[src/rtl/decode_issue_stage_pkg.sv]
// Shared decode definitions for the decode/issue stage: instruction classes,
// field bit positions and the default scoreboard counter width.
package decode_issue_stage_pkg;

    localparam int DEF_CNT_WIDTH = 2;

    localparam int CLS_HI = 30;
    localparam int CLS_LO = 28;
    localparam int FN_HI  = 27;
    localparam int FN_LO  = 24;
    localparam int RD_HI  = 23;
    localparam int RD_LO  = 20;
    localparam int RS1_HI = 19;
    localparam int RS1_LO = 16;
    localparam int RS2_HI = 15;
    localparam int RS2_LO = 12;
    localparam int IMM_HI = 15;
    localparam int IMM_LO = 0;

    typedef enum logic [2:0] {
        CLS_ALU_R  = 3'd0,
        CLS_ALU_I  = 3'd1,
        CLS_LOAD   = 3'd2,
        CLS_STORE  = 3'd3,
        CLS_BRANCH = 3'd4,
        CLS_JAL    = 3'd5,
        CLS_NOP6   = 3'd6,
        CLS_NOP7   = 3'd7
    } instr_class_e;

endpackage

[src/rtl/decode_issue_stage_reg_scoreboard.sv]
// Per-register pending-write counters with source-ready and overflow lookup.
// A writeback to a register with one pending write is treated as ready (bypassed).
module reg_scoreboard #(
    parameter int REG_WIDTH = 4,
    parameter int CNT_WIDTH = 2
) (
    input  logic                 clk,
    input  logic                 reset_n,
    input  logic                 i_inc,
    input  logic [REG_WIDTH-1:0] i_inc_rd,
    input  logic                 i_dec,
    input  logic [REG_WIDTH-1:0] i_dec_rd,
    input  logic [REG_WIDTH-1:0] i_sr1,
    input  logic [REG_WIDTH-1:0] i_sr2,
    output logic                 o_sr1_ready,
    output logic                 o_sr2_ready,
    output logic                 o_rd_full
);

    localparam int NREG = 1 << REG_WIDTH;
    localparam logic [CNT_WIDTH-1:0] CNT_MAX = '1;
    localparam logic [CNT_WIDTH-1:0] CNT_ONE = CNT_WIDTH'(1);

    logic [CNT_WIDTH-1:0] r_cnt [NREG];

    always_ff @(posedge clk or negedge reset_n) begin
        if (!reset_n) begin
            for (int i = 0; i < NREG; i++) r_cnt[i] <= '0;
        end else begin
            for (int i = 0; i < NREG; i++) begin
                // Inc and dec on the same register cancel; dec saturates at zero.
                if (i_inc && i_inc_rd == REG_WIDTH'(i) && !(i_dec && i_dec_rd == REG_WIDTH'(i)))
                    r_cnt[i] <= r_cnt[i] + CNT_ONE;
                else if (i_dec && i_dec_rd == REG_WIDTH'(i) && !(i_inc && i_inc_rd == REG_WIDTH'(i))
                         && r_cnt[i] != '0)
                    r_cnt[i] <= r_cnt[i] - CNT_ONE;
            end
        end
    end

    always_comb begin
        o_sr1_ready = (r_cnt[i_sr1] == '0) ||
                      (r_cnt[i_sr1] == CNT_ONE && i_dec && i_dec_rd == i_sr1);
        o_sr2_ready = (r_cnt[i_sr2] == '0) ||
                      (r_cnt[i_sr2] == CNT_ONE && i_dec && i_dec_rd == i_sr2);
        o_rd_full   = (r_cnt[i_inc_rd] == CNT_MAX) && !(i_dec && i_dec_rd == i_inc_rd);
    end

endmodule

[src/rtl/decode_issue_stage.sv]
// Decode/operand-read stage: decodes the fetched word, stalls on RAW hazards or
// pending-count overflow, and registers the decoded instruction into ID/EX.
module decode_issue_stage
    import decode_issue_stage_pkg::*;
#(
    parameter int BIT_WIDTH = 32,
    parameter int REG_WIDTH = 4,
    parameter int CNT_WIDTH = DEF_CNT_WIDTH
) (
    input  logic                 clk,
    input  logic                 reset_n,
    input  logic                 in_valid,
    input  logic [BIT_WIDTH-1:0] in_instr,
    input  logic [BIT_WIDTH-1:0] in_pc,
    output logic                 in_ready,
    input  logic                 flush,
    output logic [REG_WIDTH-1:0] rf_sr1,
    output logic [REG_WIDTH-1:0] rf_sr2,
    input  logic [BIT_WIDTH-1:0] rf_sr1_data,
    input  logic [BIT_WIDTH-1:0] rf_sr2_data,
    input  logic                 wb_en,
    input  logic [REG_WIDTH-1:0] wb_dr,
    output logic                 out_valid,
    output logic [2:0]           out_class,
    output logic [3:0]           out_alu_fn,
    output logic [REG_WIDTH-1:0] out_rd,
    output logic                 out_wr,
    output logic [BIT_WIDTH-1:0] out_a,
    output logic [BIT_WIDTH-1:0] out_b,
    output logic [BIT_WIDTH-1:0] out_imm,
    output logic [BIT_WIDTH-1:0] out_pc
);

    instr_class_e         w_class;
    logic [REG_WIDTH-1:0] w_rd;
    logic [BIT_WIDTH-1:0] w_imm;
    logic                 w_use1, w_use2, w_wr, w_b_imm;
    logic                 w_sr1_ready, w_sr2_ready, w_rd_full;
    logic                 w_stall, w_issue;
    logic                 w_unused_rsvd;

    logic                 r_valid, r_wr;
    logic [2:0]           r_class;
    logic [3:0]           r_fn;
    logic [REG_WIDTH-1:0] r_rd;
    logic [BIT_WIDTH-1:0] r_a, r_b, r_imm, r_pc;

    assign w_class       = instr_class_e'(in_instr[CLS_HI:CLS_LO]);
    assign w_rd          = in_instr[RD_HI:RD_LO];
    assign rf_sr1        = in_instr[RS1_HI:RS1_LO];
    assign rf_sr2        = in_instr[RS2_HI:RS2_LO];
    assign w_imm         = {{(BIT_WIDTH-16){in_instr[IMM_HI]}}, in_instr[IMM_HI:IMM_LO]};
    assign w_unused_rsvd = |in_instr[BIT_WIDTH-1:31];

    always_comb begin
        w_use1  = 1'b0;
        w_use2  = 1'b0;
        w_wr    = 1'b0;
        w_b_imm = 1'b0;
        case (w_class)
            CLS_ALU_R: begin
                w_use1 = 1'b1;
                w_use2 = 1'b1;
                w_wr   = 1'b1;
            end
            CLS_ALU_I, CLS_LOAD, CLS_JAL: begin
                w_use1  = 1'b1;
                w_wr    = 1'b1;
                w_b_imm = 1'b1;
            end
            CLS_STORE, CLS_BRANCH: begin
                w_use1 = 1'b1;
                w_use2 = 1'b1;
            end
            default: ;
        endcase
    end

    // A flushed word is dropped by fetch, so ready is forced high during flush.
    assign w_stall  = in_valid & ((w_use1 & ~w_sr1_ready) | (w_use2 & ~w_sr2_ready) |
                                  (w_wr & w_rd_full));
    assign in_ready = ~w_stall | flush;
    assign w_issue  = in_valid & ~w_stall & ~flush;

    reg_scoreboard #(
        .REG_WIDTH(REG_WIDTH),
        .CNT_WIDTH(CNT_WIDTH)
    ) u_scoreboard (
        .clk         (clk),
        .reset_n     (reset_n),
        .i_inc       (w_issue & w_wr),
        .i_inc_rd    (w_rd),
        .i_dec       (wb_en),
        .i_dec_rd    (wb_dr),
        .i_sr1       (rf_sr1),
        .i_sr2       (rf_sr2),
        .o_sr1_ready (w_sr1_ready),
        .o_sr2_ready (w_sr2_ready),
        .o_rd_full   (w_rd_full)
    );

    always_ff @(posedge clk or negedge reset_n) begin
        if (!reset_n) begin
            r_valid <= 1'b0;
            r_wr    <= 1'b0;
            r_class <= '0;
            r_fn    <= '0;
            r_rd    <= '0;
            r_a     <= '0;
            r_b     <= '0;
            r_imm   <= '0;
            r_pc    <= '0;
        end else if (w_issue) begin
            r_valid <= 1'b1;
            r_wr    <= w_wr;
            r_class <= in_instr[CLS_HI:CLS_LO];
            r_fn    <= in_instr[FN_HI:FN_LO];
            r_rd    <= w_rd;
            r_a     <= rf_sr1_data;
            r_b     <= w_b_imm ? w_imm : rf_sr2_data;
            r_imm   <= w_imm;
            r_pc    <= in_pc;
        end else begin
            r_valid <= 1'b0;
            r_wr    <= 1'b0;
        end
    end

    assign out_valid  = r_valid;
    assign out_wr     = r_wr;
    assign out_class  = r_class;
    assign out_alu_fn = r_fn;
    assign out_rd     = r_rd;
    assign out_a      = r_a;
    assign out_b      = r_b;
    assign out_imm    = r_imm;
    assign out_pc     = r_pc;

endmodule
[config.mk]
export PLATFORM = sky130hd
export DESIGN_NAME = decode_issue_stage
export DESIGN_NICKNAME = d
export VERILOG_FILES = /design/src/rtl/decode_issue_stage_pkg.sv /design/src/rtl/decode_issue_stage_reg_scoreboard.sv /design/src/rtl/decode_issue_stage.sv
export SDC_FILE = /design/constraint.sdc
export NUM_CORES = 1
export LEC_CHECK = 0
export ABC_AREA = 1
export ABC_CLOCK_PERIOD_IN_PS = 2700
export BUFFER_PORTS_ARGS = -buffer_cell sky130_fd_sc_hd__buf_2
export CAP_MARGIN = 20
export CORE_AREA = 2 2 140 142
export CTS_CLUSTER_SIZE = 8
export DETAILED_ROUTE_END_ITERATION = 10
export DIE_AREA = 0 0 142 144
export PLACE_DENSITY = 0.73
export SETUP_SLACK_MARGIN = 0.1
export SLEW_MARGIN = 20
export SYNTH_ARGS = -nofsm -noshare
export SYNTH_HDL_FRONTEND = slang
export SYNTH_SLANG_ARGS = --single-unit
export TNS_END_PERCENT = 100
[constraint.sdc]
create_clock -name clk -period 2.7 [get_ports clk]
set_input_delay 0.54 -clock clk [delete_from_list [all_inputs] [get_ports clk]]
set_output_delay 0.54 -clock clk [all_outputs]
set_load 0.02 [all_outputs]
Word level (Yosys, flattened, before mapping)
Index checks and enable logic that the tools add are counted.

operators by class
  add/sub/neg operators = 32
  multipliers = 0
  divide/modulo/power cells = 0
  order comparisons = 3
  equality and inequality tests = 41
  shifts and indexed selects = 0
  multiplexer cells = 48
  bitwise operators = 17
  reduce and logical (&&, ||, !) cells = 162

operators with widths
  cell                                                       count
  logical AND 1 bit                                          86
  2-to-1 mux 2 bit                                           38
  equality test 4 bit (second input constant)                16
  nonzero test 2 bit                                         32
  logical NOT 1 bit                                          33
  adder 2 x 1 -> 2 bit (second input constant)               16
  equality test 4 x 3 -> 1 bit (second input constant)       8
  2-to-1 mux 32 bit                                          1
  subtractor 2 x 1 -> 2 bit (second input constant)          16
  binary-select mux 2 bit (select 4 bit)                     3
  equality test 4 x 2 -> 1 bit (second input constant)       4
  greater-or-equal comparator 5 bit (second input constant)  3
  inverter 4 -> 5 bit                                        3
  equality test 4 bit                                        3
  equality test 4 x 1 -> 1 bit (second input constant)       2
  logical NOT 4 bit                                          2
  bitwise AND 1 bit                                          7
  equality test 3 x 2 -> 1 bit (second input constant)       2
  equality test 3 bit (second input constant)                2
  2-to-1 mux 1 bit                                           6
  OR reduction 3 bit                                         2
  OR reduction 6 bit                                         1
  equality test 2 x 1 -> 1 bit (second input constant)       2
  logical NOT 2 bit                                          2
  7 further kinds                                            13

storage, ports and cells
  register bits after elaboration = 157
  bits in latches = 0
  RAM bits = 0
  ROM bits = 0
  bits of input ports = 137
  output and inout bits = 150
  memories kept = 0

Depth between registers and ports, before layout
Gate-level depths: netlist of the first run.

  depth in word-level cells = 23
  gate-level depth with buffers = 19

By module
Synthesis of the first run repeated with hierarchy kept, for this count alone.

second synthesis, totals
  cell total of the unflattened synthesis = 1,230
  area total of the unflattened synthesis = 8,858.5 sq um

by module, submodules not included
  module              instances  cells each  area each (sq um)  seq. area each (sq um)
  decode_issue_stage  1          682         5,724.2            3,128.0
  reg_scoreboard      1          548         3,134.3            800.8

Least setup slack after synthesis of the first run
No wires, ideal clock.

  path type = in2out
  start point = input in_instr[16]
  end point = output in_ready
  data arrival time = 1.826 ns
  data required time = 2.160 ns
  setup slack = 0.334 ns
  stages on the path = 11
  buffers on the path = 2
  path through = buf_6 inv_6 buf_6 nor2_1 nor2_1 nand3_1 nand3_1 nand2_1 nand3_1 nand2_2 o21ai_0

on the way
  longest elaborated chain between the ends = 15
  elaborated cells between the ends (all ways) = 17

ends and longest elaborated chain
  item                                                  line                                                                              RTL
  start, declared                                       decode_issue_stage.sv:13                                                          input logic [BIT_WIDTH-1:0] in_instr,
  inverter 4 -> 5 bit (not written as such)             decode_issue_stage_reg_scoreboard.sv:42, decode_issue_stage_reg_scoreboard.sv:43
  binary-select mux 2 bit (select 4 bit)                decode_issue_stage_reg_scoreboard.sv:42, decode_issue_stage_reg_scoreboard.sv:43
  2-to-1 mux 2 bit (not written as such) (2 in series)  decode_issue_stage_reg_scoreboard.sv:42, decode_issue_stage_reg_scoreboard.sv:43
  equality test 2 x 1 -> 1 bit                          decode_issue_stage_reg_scoreboard.sv:43                                           (r_cnt[i_sr1] == CNT_ONE && i_dec && i_dec_rd == i_sr1);
  logical AND 1 bit (2 in series)                       decode_issue_stage_reg_scoreboard.sv:43
  logical OR 1 bit (*)                                  decode_issue_stage_reg_scoreboard.sv:42                                           o_sr1_ready = (r_cnt[i_sr1] == '0) ||
  inverter 1 bit (*)                                    decode_issue_stage.sv:80                                                          assign w_stall = in_valid & ((w_use1 & ~w_sr1_ready) | (w_use2 & ~w_sr2_ready) |
  bitwise AND 1 bit (*)                                 decode_issue_stage.sv:80
  bitwise OR 1 bit (*) (2 in series)                    decode_issue_stage.sv:80
  bitwise AND 1 bit (*)                                 decode_issue_stage.sv:80
  inverter 1 bit (*)                                    decode_issue_stage.sv:82                                                          assign in_ready = ~w_stall | flush;
  bitwise OR 1 bit (*)                                  decode_issue_stage.sv:82
  end, declared                                         decode_issue_stage.sv:15                                                          output logic in_ready,

Mark *: on every way between the ends. The rest lies on a longest branch, timed or not. The select of a mux whose other input is x is not followed.

Worst setup path in the final report of the first run
  start point = input in_instr[17]
  end point = output in_ready

Same word-level chain as after synthesis.

==> results by stage, run 1 <==
Status:
- The flow ran to the end, and the final reports show no timing, DRC or antenna violations.

CTS:
- In this run, CTS created clock tree buffers numbering 17.
- The cell at the root of the clock tree is clkbuf_16.
- The clock slew seen by the registers of the worst setup and hold paths is approximately 0.070 ns.
- For this design, the sink count on the clock tree is 157.
- The longest clock path from root to sink contains 2 buffers.
- The worst-skew pair later-pin latency is between 0.4 and 0.5 ns.
- The H-tree depth is 4.
- After clock tree synthesis, the flow added hold-fix buffers numbering 0.
- TritonCTS built the clock tree.

Setup path:
- The cell with the largest stage delay on the worst path is buf_4.
- Setup slack on the worst reg-to-reg path comes out at 0.64 ns.
- STA classifies the critical path startpoint as an input pin.
- The type of the worst setup path is input pin to output port.
- The endpoint arrival time on the critical path is ~1.9 ns.
- The worst setup path is captured at an output port.
- Of all nets on the critical path, the largest fanout is 7.
- The critical path goes through buf_2 -> buf_4 -> nand2_1 -> nand2_1 -> nor2_1 -> nand3_1 -> nand3_1 -> nand2_1 -> nand3_1 -> nand2_2 -> o21ai_1 -> buf_4.
- The largest stage delay on the critical path is ~0.18 ns.
- The endpoint required time on the critical path is roughly 2.2 ns.

Floorplanning:
- about 290 I/O pins were placed.
- The region available for standard cell placement spans 19100 um^2.
- In this run the core area contains 51 standard-cell rows.
- The floorplan step defined a die boundary enclosing ~20000 um^2.
- Once the floorplan was initialized, standard cells occupied roughly 45% of the core.
- The die boundary height is ~140 um.
- The width of the die is about 140 um.

Min path:
- In this run the worst hold path is classified as input pin to async pin.

Timing:
- The final count of pins violating max slew was 0.
- The total negative slack is 0 ns.
- The worst pin sits at a relative slew slack of 60.0%.
- Setup violations remaining at the end of the flow were counted as 0.
- The transition time at the pin with the least slew margin is slightly below 0.6 ns.
- Of the available clock period, the critical path in the final layout requires roughly 90%.
- Derived from the worst setup path, the maximum achievable clock frequency is 411 MHz.
- The time the final worst path needs with I/O delays and setup is 2.43 ns.
- Setup repair after global routing left no endpoint under its margin.
- For the final database, setup skew stands at about 0.012 ns.
- The number of hold violations in the final report is 0.

Routing:
- The number of iterations in the first detailed-routing pass is 9.
- The total detailed-routing wirelength is roughly 27000 um.
- For this run, design rule violations remaining after detail routing come to 0.
- In this run the remaining antenna-violating nets after routing total 0.
- The detailed-route wire length per cell is ~16 um.
- The per-cell via count in the routed design is between 5 and 6.
- The count of vias placed by the detailed router is 8903.
- After the first detailed-routing iteration, the DRC count stood at between 600 and 700.

Synth:
- After synthesis, the mean cell area works out to slightly below 7 um^2.
- Sequential cells were found to cover a little under half of the synthesized design area.
- In this run, synthesis produced a sequential element count of 157.
- The total number of yosys warnings is 0.
- The cell count after synthesis is between 1000 and 1500.
- The total standard cell area after synthesis is 8570 um^2.
- The net count after synthesis is between 1000 and 1500.
- The count of cell types in the netlist is 26.

Power:
- Summed over all nets, the switching power comes to 3.91 mW.
- Registers are responsible for between 30% and 40% of the overall power.
- Per report_power, the combinational group accounts for between 30% and 40% of the total.
- The clock network accounts for roughly a quarter of the total power.
- The reported leakage power is just over 6 nW.
- The cell-internal power is 5.48 mW.
- Dividing total power by cell area gives a power density of 873 nW/um^2.
- The switching portion of total power is between 40% and 50%.
- The maximum VDD drop is approximately 0.48 mV.

Placed design:
- The wire-length estimate of the detail-placed layout is ~20000 um.
- Port buffering added around 290 buffers.
- Routability-driven placement finished with a final weighted congestion of about 1.0.
- The number of placed instances with taps included is around 1700.

Global routing:
- The via count of the first global-routing pass came to ~8000.
- The number of antenna violations at the first check in global routing was 4.
- Entering global routing, the biggest net connects between 90 and 100 pins.
- The total congestion overflow after global routing is 0.
- The first global-routing pass estimated about 41000 um of wire.
- The total global routing track utilization is 25.7%.

Layout:
- The library cell used most frequently in the layout, excluding fill and tap cells, is nand2_1.
- Once layout is complete, the cells apart from fillers number roughly 1700.
- The synthesis-to-finish area growth is 25.6%.
- Leaving out fill and tap cells, the most frequent cells in the layout are nand2_1, buf_2, dfrtp_1, inv_1, nand3_1.
- The post-route netlist has roughly a quarter of its cells at a drive strength greater than 1.
- The filler cells instantiated in the layout total ~1800.
- The utilization after layout is a little under three fifths.
- At the end of the flow, the number of nets in the layout was 1621.

Flow run:
- The tool flagged a number of max-cap violations equal to 0.
## synthesized netlist by cell type
library cell,instances,area (um^2)
xnor2_1,4,35.0
o21bai_1,3,22.5
nor3_1,10,50.1
dfrtp_1,157,3930
o211ai_1,1,7.51
nand4_1,28,175
nand2_1,557,2090
buf_1,3,11.3
nand3_4,1,17.5
clkinv_1,1,3.75
nand2_2,1,6.26
or2_2,3,18.8
inv_6,1,8.76
nand3_1,101,505
buf_4,31,233
nor2_4,1,11.3
buf_6,6,67.6
buf_2,22,110
a21oi_1,18,90.1
inv_1,109,409
clkbuf_1,18,67.6
inv_2,5,18.8
nor2_2,1,6.26
o21ai_0,86,430
nor2_1,62,233
o22ai_1,2,12.5
## repair_timing
| action | 4_1_cts | 5_1_grt |
|---|---|---|
| setup buffers | 0 | 5 |
| gates resized for setup | 0 | 14 |
| hold endpoints to repair | 0 | 0 |
| endpoints found under the setup margin | 0 | 1 |
## path summary, 6_finish.rpt
check | startpoint | end | cells after the start
max | in_instr[17] | in_ready | 12
min | reset_n | out_a[2] | 1
max reg2reg | u_scoreboard.r_cnt[21] | u_scoreboard.r_cnt[20] | 15
min reg2reg | out_class[1] | out_class[1] | 2
max in group asynchronous | reset_n | out_pc[28] | 2
min in group clk | rf_sr1_data[22] | out_a[22] | 3
## cells by family (layout without fill, tap and decap cells)
family / Yosys count / in the layout / synth area share [%]
flip-flops: 157 / 157 / 45.8
buffers and inverters: 196 / 461 / 10.8
XOR/XNOR: 4 / 4 / 0.409
AND/OR/NAND/NOR: 765 / 765 / 36.3
AO/OA/AOI/OAI: 110 / 110 / 6.57
other: 0 / 4 / 0
## stage by stage
| stage | worst slack (ns) | hold slack, ns | power, mW | instance area (um^2) |
|---|---|---|---|---|
| finish | 0.267 | 0.0683 | 9.40 | 10800 |
| global route | 0.113 | 0.110 | 9.98 | 10800 |
| CTS | 0.189 | 0.0902 | 9.43 | 10700 |
| detailed placement | 0.188 | 0.459 | 7.01 | 10100 |
| global placement | 0.177 | 0.457 | 6.93 | 10100 |
| floorplan | 0.334 | 0.244 | 5.78 | 8570 |
## worst max-delay path: cells and delay by family
family	cells	cell delay, ns
AND/OR/NAND/NOR	8	0.68
buffers and inverters	3	0.51
AO/OA/AOI/OAI	1	0.15
## routing by layer
| layer | vias up | share of wire [%] | track usage (%) |
|---|---|---|---|
| li1 | 4347 | - | - |
| met1 | 4065 | 40 | 32.1 |
| met2 | 419 | 48 | 42.6 |
| met3 | 70 | 8.1 | 5.56 |
| met4 | 2 | 3.5 | 12.1 |
| met5 | - | 0.063 | 0 |
## registers in the layout (all words and copies together) (netlist names), 3 cells and up
name                count
u_scoreboard.r_cnt     32
out_a                  32
out_alu_fn              4
out_class               3
out_b                  32
out_imm                16
out_rd                  4
out_pc                 32
## power by group through the flow
stage	Clock, mW	Combinational, mW	Sequential, mW
after floorplan	0	1.38	4.40
after global placement	0	3.32	3.61
after detailed placement	0	3.36	3.64
after CTS	2.44	3.38	3.60
after global routing	2.55	3.72	3.71
final	2.40	3.38	3.62
## layout make-up
cell class	count	area, um^2	area share (%)
inverter	116	449	4.17
tap	238	298	2.77
multi-input combinational	879	3730	34.6
antenna	4	10.0	0.0930
timing repair buffer	313	1750	16.3
clock buffer	17	425	3.95
clock inverter	15	168	1.56
sequential	157	3930	36.5
No activity file was read; power rests on OpenSTA's default activity.
==> inputs of run 2 (changes only) <==
--- a/config.mk
+++ b/config.mk
@@ -14,6 +14,7 @@
 export DETAILED_ROUTE_END_ITERATION = 10
 export DIE_AREA = 0 0 142 144
 export PLACE_DENSITY = 0.73
+export RECOVER_POWER = 25
 export SETUP_SLACK_MARGIN = 0.1
 export SLEW_MARGIN = 20
 export SYNTH_ARGS = -nofsm -noshare
==> results by stage, run 2 (synthesized netlist as in run 1, its figures left out) <==
Layout:
- The net count reported at finish is between 1500 and 2000.
- The synthesis-to-finish area growth is 25.3%.
- The top cell types in the final layout, fill and taps aside, are nand2_1, buf_2, dfrtp_1, inv_1, nand3_1.
- In the final layout, the share of cells above drive strength 1 is between 20% and 30%.
- The most common cell after layout, fill and taps aside is nand2_1.
- The post-route standard cell area excluding fillers is 10700 um^2.

Floorplanning:
- Measured along the x axis, the die boundary spans 142 um.
- The placeable core region is ~19000 um^2.
- The row count is between 50 and 60.
- The initial core utilization is approximately 45%.
- The floorplan step defined a die boundary enclosing roughly 20000 um^2.
- In this run the vertical extent of the chip is ~140 um.
- The number of top-level pins is approximately 290.

Setup path:
- The endpoint identified for the worst register-to-register timing path is u_scoreboard.r_cnt[20].
- The largest fanout on the critical path is 18.
- The count of cells along the worst register-to-register path is 15.
- Data on the critical path is required at its endpoint by ~2.2 ns.
- The type of the worst setup path is input pin to output port.
- The startpoint of the most critical register-to-register path is u_scoreboard.r_cnt[21].
- The endpoint arrival time on the critical path is roughly 1.9 ns.
- The startpoint class of the critical path is an input pin.
- The worst-case register-to-register setup slack is roughly 0.63 ns.
- STA classifies the critical path endpoint as an output port.

CTS:
- The total clock buffers created by CTS is 17.
- The TritonCTS clock tree is done.
- The later pin in the worst-skew pair is clocked with a latency of between 0.4 and 0.5 ns.
- The clock slew seen by the registers of the worst setup and hold paths is ~0.070 ns.
- In this run the deepest clock path goes through 2 buffers.
- Counting every sink on the clock net gives approximately 160.
- The H-tree generated during clock tree synthesis spans 4 levels.
- The cell at the root of the clock tree is clkbuf_16.

Routing:
- The final layout contains routed wiring with a total length of 27200 um.
- Dividing the detail-routed wire length by the instance count gives ~16 um.
- The per-cell via count in the routed design is ~5.1.
- In the routed design, unresolved DRC markers number 0.
- The first routing iteration left ~680 violations.
- The number of routed nets with antenna violations is 0.
- Summing over every cut layer, the via total after detailed routing is between 8000 and 9000.
- The first detailed-routing pass ran for 5 iterations.

Power:
- Sequential cells burn around 39% of the power.
- The maximum VDD drop is around 0.48 mV.
- In this run switching power makes up 41.7% of total power.
- The share of total power in the clock network is about a quarter.
- In this run, the combinational gates consume a little over a third of the power.
- The cell-internal power is 5.48 mW.
- For this design the ratio of total power to cell area is 875 nW/um^2.
- The reported leakage power is between 6 and 7 nW.
- The analysis attributes to net switching a power of 3.92 mW.

Timing:
- Headroom to the max-slew limit came out at approximately 3.4%.
- For the finished layout, the period the worst path requires is 2.43 ns.
- Setup violations remaining at the end of the flow were counted as 0.
- Static timing analysis puts the maximum clock frequency at 412 MHz.
- In the final timing run, aggregate negative setup slack is 0 ns.
- The final count of pins violating max slew came to 0.
- For the pin with the worst max-slew slack, the measured transition is between 1 and 1.5 ns.
- Setup repair after global routing left no endpoint under its margin.
- The number of hold violations in the final report was 0.
- The worst-case clock skew is ~0.012 ns.
- The worst path uses between 80% and 90% of the clock period.

Placed design:
- At the end of routability-driven placement, the weighted congestion stood at 1.03.
- The number of port buffers is between 200 and 300.
- The total half-perimeter wirelength after legalization and detailed placement is between 15000 and 20000 um.
- Summing all placed instances gives a cell area of 10100 um^2.

Global routing:
- The total congestion overflow after global routing is 0.
- The via count of the first global-routing pass is between 7000 and 8000.
- The number of antenna violations at the first check in global routing is 4.
- Entering global routing, the biggest net connects 91 pins.
- The total global routing track utilization is about 26%.
- The global-route wire length before repair is approximately 41000 um.

Min path:
- Counting instances, the worst hold path has a depth of 3.
- The origin of the worst min-delay path is rf_sr1_data[22].
- The type of the tightest min-delay check is input pin to flop.
- The worst hold endpoint is out_a[22].

Flow run:
- The max capacitance violation total is 0.

Status:
- The run finished with clean final reports.
==> run 2: repair_timing <==
| action | in CTS | in global routing |
|---|---|---|
| endpoints found under the setup margin | 0 | 1 |
| hold buffers | 0 | 0 |
| gates resized for setup | 0 | 14 |
| buffers inserted | 0 | 5 |
==> run 2: critical path, cell delays in order <==
cell and delay (ns):
buf_2 0.14, buf_6 0.20, nand2_1 0.07, nand3_1 0.12, nand3_1 0.11, nand2_1 0.08
nand2_1 0.04, nand2_1 0.06, nand2_1 0.08, a21oi_2 0.18, o21ai_1 0.08, buf_4 0.18
==> run 2: through the flow <==
stage	total power, mW	worst slack [ns]	hold WS [ns]	cells	utilization [%]
after detailed placement	7.01	0.188	0.459	1698	52.8
after floorplan	5.78	0.334	0.244	1232	-
after global routing	9.97	0.113	0.295	1738	56.3
final	9.40	0.272	0.296	1739	56.3
after global placement	6.93	0.177	0.457	1698	52.8
after CTS	9.43	0.189	0.0902	1730	56.0
==> run 2: worst max-delay path by stage <==
| stage | start | endpoint | slack [ns] |
|---|---|---|---|
| 2_1_floorplan | in_instr[16] | in_ready | 0.33 |
| 3_3_place_gp | in_instr[21] | out_pc[22] | 0.18 |
| 3_5_place_dp | in_instr[12] | in_ready | 0.19 |
| 4_1_cts | in_instr[12] | in_ready | 0.19 |
| 5_1_grt | u_scoreboard.r_cnt[14] | in_ready | 0.11 |
| 6_report | in_instr[12] | in_ready | 0.27 |
==> run 2: final cells by class <==
| class | instances | area, um^2 |
|---|---|---|
| fillers | 1814 | 8340 |
| flip-flops and latches | 157 | 3930 |
| multi-input cells | 879 | 3730 |
| repair buffers | 313 | 1730 |
| inverters | 116 | 449 |
| clock buffers | 17 | 425 |
| well taps | 238 | 298 |
| clock inverters | 15 | 168 |
| diodes | 4 | 10.0 |
==> run 2: layer usage <==
metal / global-route usage (%) / vias to the layer above / routed length [um]
met5: 0 / - / 17
met1: 32.1 / 4032 / 10900
met2: 42.6 / 401 / 13100
met3: 5.56 / 67 / 2150
li1: - / 4345 / -
met4: 12.1 / 2 / 945
==> run 2: power groups by stage <==
stage | sequential (mW) | combinational (mW) | clock (mW)
after detailed placement | 3.64 | 3.36 | 0
after global routing | 3.71 | 3.71 | 2.55
after CTS | 3.60 | 3.38 | 2.44
after global placement | 3.61 | 3.32 | 0
final | 3.62 | 3.37 | 2.41
after floorplan | 4.40 | 1.38 | 0
==> inputs of run 3 (changes only) <==
--- a/config.mk
+++ b/config.mk
@@ -7,13 +7,13 @@
 export LEC_CHECK = 0
 export ABC_AREA = 1
 export ABC_CLOCK_PERIOD_IN_PS = 2700
-export BUFFER_PORTS_ARGS = -buffer_cell sky130_fd_sc_hd__buf_2
 export CAP_MARGIN = 20
-export CORE_AREA = 2 2 140 142
+export CORE_AREA = 2 2 115 173
 export CTS_CLUSTER_SIZE = 8
 export DETAILED_ROUTE_END_ITERATION = 10
-export DIE_AREA = 0 0 142 144
-export PLACE_DENSITY = 0.73
+export DIE_AREA = 0 0 117 175
+export DONT_BUFFER_PORTS = 1
+export PLACE_DENSITY = 0.6
 export RECOVER_POWER = 25
 export SETUP_SLACK_MARGIN = 0.1
 export SLEW_MARGIN = 20
==> constraint.sdc (replaced) <==
create_clock -name clk -period 2.7 [get_ports clk]
set_input_delay 0.135 -clock clk [delete_from_list [all_inputs] [get_ports clk]]
set_output_delay 0.135 -clock clk [all_outputs]
set_load 0.02 [all_outputs]
==> results by stage, run 3 (synthesized netlist as in run 1, its figures left out) <==
Timing:
- For this run, the top clock speed supported by timing is roughly 420 MHz.
- The final count of pins violating max slew is 0.
- Setup violations remaining at the end of the flow were counted as 0.
- The worst-case setup margin in the final layout is about 0.33 ns.
- The transition time at the pin with the least slew margin is between 0.9 and 1 ns.
- The clock period could shrink to approximately 2.4 ns.
- The number of hold violations in the final report is roughly 160.
- Setup repair after global routing left no endpoint under its margin.
- The worst pin sits at a relative slew slack of between 30% and 40%.
- The final critical path takes up 87.7% of the cycle.
- The hold slack is -0.600 ns.
- Between clock sinks in the finished design, the worst skew comes to 0.0125 ns.
- The total negative slack is 0 ns.

Placed design:
- Port buffering added 0 buffers.
- At the end of routability-driven placement, the weighted congestion stood at between 0.9 and 1.
- Summed over all nets, the half-perimeter wirelength after detailed placement is approximately 19000 um.
- At the placement stage, the worst setup path has a slack of between 0.2 and 0.25 ns.

Layout:
- The register area is a little under 4000 um^2.
- Compared with the post-synthesis result, the final layout area differs by 20.2%.
- Cells with a size suffix above 1 make up ~4% of the layout.
- The diode insertion count for antenna repair is 0.
- The utilization after layout is between 50% and 60%.
- The library cells used most frequently in the layout, excluding fill and tap cells, are nand2_1, dfrtp_1, dlygate4sd3_1, inv_1, nand3_1.
- The library cell used most frequently in the layout, excluding fill and tap cells, is nand2_1.
- The filler cells instantiated in the layout total around 1800.
- The area of the multi-input gates is approximately 3700 um^2.
- After the last flow step, the layout net total stands at around 1400.

Routing:
- The highest metal layer with signal wires is met4.
- Once detail routing completed, the nets flagged for antenna violations numbered 0.
- The number of iterations in the first detailed-routing pass is 5.
- The count of unresolved DRC violations after routing is 0.
- After detailed routing, the average wire length per cell comes to 18.4 um.
- The final layout contains routed wiring with a total length of approximately 29000 um.
- The post-route met1 wirelength is 10500 um.
- The routed design uses roughly 14000 um of met2 wire.
- The count of vias placed by the detailed router is roughly 8300.
- In the routed layout, each cell is associated on average with a via count of between 5 and 6.
- The met3 wire length is roughly 2700 um.
- The DRC marker count from the first detailed-route iteration is 645.

Floorplanning:
- The width of the die is between 100 and 150 um.
- The floorplan has between 60 and 70 rows.
- The number of top-level pins is 287.
- The area of the die is 20500 um^2.
- The placeable core region is 19000 um^2.
- The initial core utilization is a little under half.
- In this run the vertical extent of the chip is roughly 180 um.

Setup path:
- The critical path in this run is classified as flop to flop.
- The largest fanout on the critical path is 15.
- Data on the critical path is required at its endpoint by about 3.0 ns.
- The startpoint class of the critical path is a flop.
- The worst setup path is captured at a flop.
- Data arrives at the worst endpoint at roughly 2.7 ns.

CTS:
- The root buffer cell chosen for the clock tree is clkbuf_16.
- The number of clock buffers added by TritonCTS is 17.
- The worst-skew pair later-pin latency is between 0.4 and 0.5 ns.
- After clock tree synthesis, the flow added hold-fix buffers numbering approximately 120.
- The tree built by TritonCTS fans out to approximately 160 sinks.
- The TritonCTS clock tree is done.
- The clock slew seen by the registers of the worst setup and hold paths is 0.06 ns.
- The maximum buffer depth of the clock tree is 2.
- The H-tree depth is 4.

Status:
- The run finished, with violations left.
- The final reports fail on hold timing.

Power:
- The maximum VDD drop is 0.376 mV.
- For this design the ratio of total power to cell area is 843 nW/um^2.
- The reported leakage power is 5.22 nW.

Global routing:
- The total global routing track utilization is around 27%.
- The global-route wire length before repair is between 40000 and 50000 um.
- The via count of the first global-routing pass is 8018.
- Entering global routing, the biggest net connects 158 pins.
- The number of antenna violations at the first check in global routing is 0.
- For this run the aggregate overflow at the end of global routing stands at 0.

Min path:
- The path class of the tightest hold or removal check is input pin to async pin.

Flow run:
- The max capacitance violation total is 0.
## run 3: changes by cell type in the layout (fill, tap and decap cells not counted), moves of 5 or more
cell,delta
buf_12,-5
buf_2,-282
buf_4,-10
dlygate4sd3_1,+119
## run 3: stage by stage
step / instances / power (mW) / instance area (um^2)
6_report: 1567 / 8.68 / 10300
4_1_cts: 1566 / 8.69 / 10300
3_3_place_gp: 1419 / 6.12 / 8520
3_5_place_dp: 1419 / 6.17 / 8520
2_1_floorplan: 1232 / 5.78 / 8570
5_1_grt: 1567 / 9.18 / 10300
## run 3: layer usage
metal	vias to the layer above	GRT usage (%)
met1	3886	30.1
li1	3950	-
met5	-	0
met4	0	14.4
met3	97	8.53
met2	403	46.3
## run 3: critical path, cell delays in order, from the launching register on
cell,delay [ns]
dfrtp_1,0.42
nand2_1,0.07
o21ai_0,0.17
nand2_1,0.12
nand2_1,0.05
nand2_1,0.05
nand2_1,0.05
inv_1,0.04
nand2_1,0.04
nand3_1,0.07
nand2_2,0.07
inv_2,0.07
nand3_4,0.16
nor2_4,0.49
nand3_1,0.20
nand3_1,0.13
nand2_1,0.05
## run 3: worst paths after layout
kind	cells past startpoint	slack (ns)	startpoint	to
worst max register to register	16	0.33	u_scoreboard.r_cnt[1]	u_scoreboard.r_cnt[16]
worst min-delay path	0	-0.60	reset_n	u_scoreboard.r_cnt[2]
worst max-delay path	16	0.33	u_scoreboard.r_cnt[1]	u_scoreboard.r_cnt[16]
min in group clk	3	0.03	in_instr[23]	u_scoreboard.r_cnt[21]
worst min register to register	2	0.54	u_scoreboard.r_cnt[21]	u_scoreboard.r_cnt[21]
max in group asynchronous	0	3.02	reset_n	out_imm[15]
## run 3: area by class of cell
| type | instances | share of cell area, % |
|---|---|---|
| well taps | 256 | 3.11 |
| clock buffers | 23 | 4.64 |
| multi-input cells | 880 | 36.3 |
| clock inverters | 5 | 0.826 |
| flip-flops and latches | 157 | 38.2 |
| inverters | 116 | 4.30 |
| repair buffers | 130 | 12.6 |
## run 3: repair_timing
action / 4_1_cts / 5_1_grt
hold endpoints to repair: 278 / 157
setup buffers: 0 / 0
gates resized for setup: 0 / 5
setup endpoints to repair: 0 / 50
## run 3: power by group
part	leakage, nW	switching [mW]	internal, mW	total [mW]
Combinational	2.98	0.906	0.661	1.57
Clock	0.272	0.925	1.42	2.34
Sequential	1.97	1.67	3.10	4.77
Total	5.22	3.50	5.18	8.68
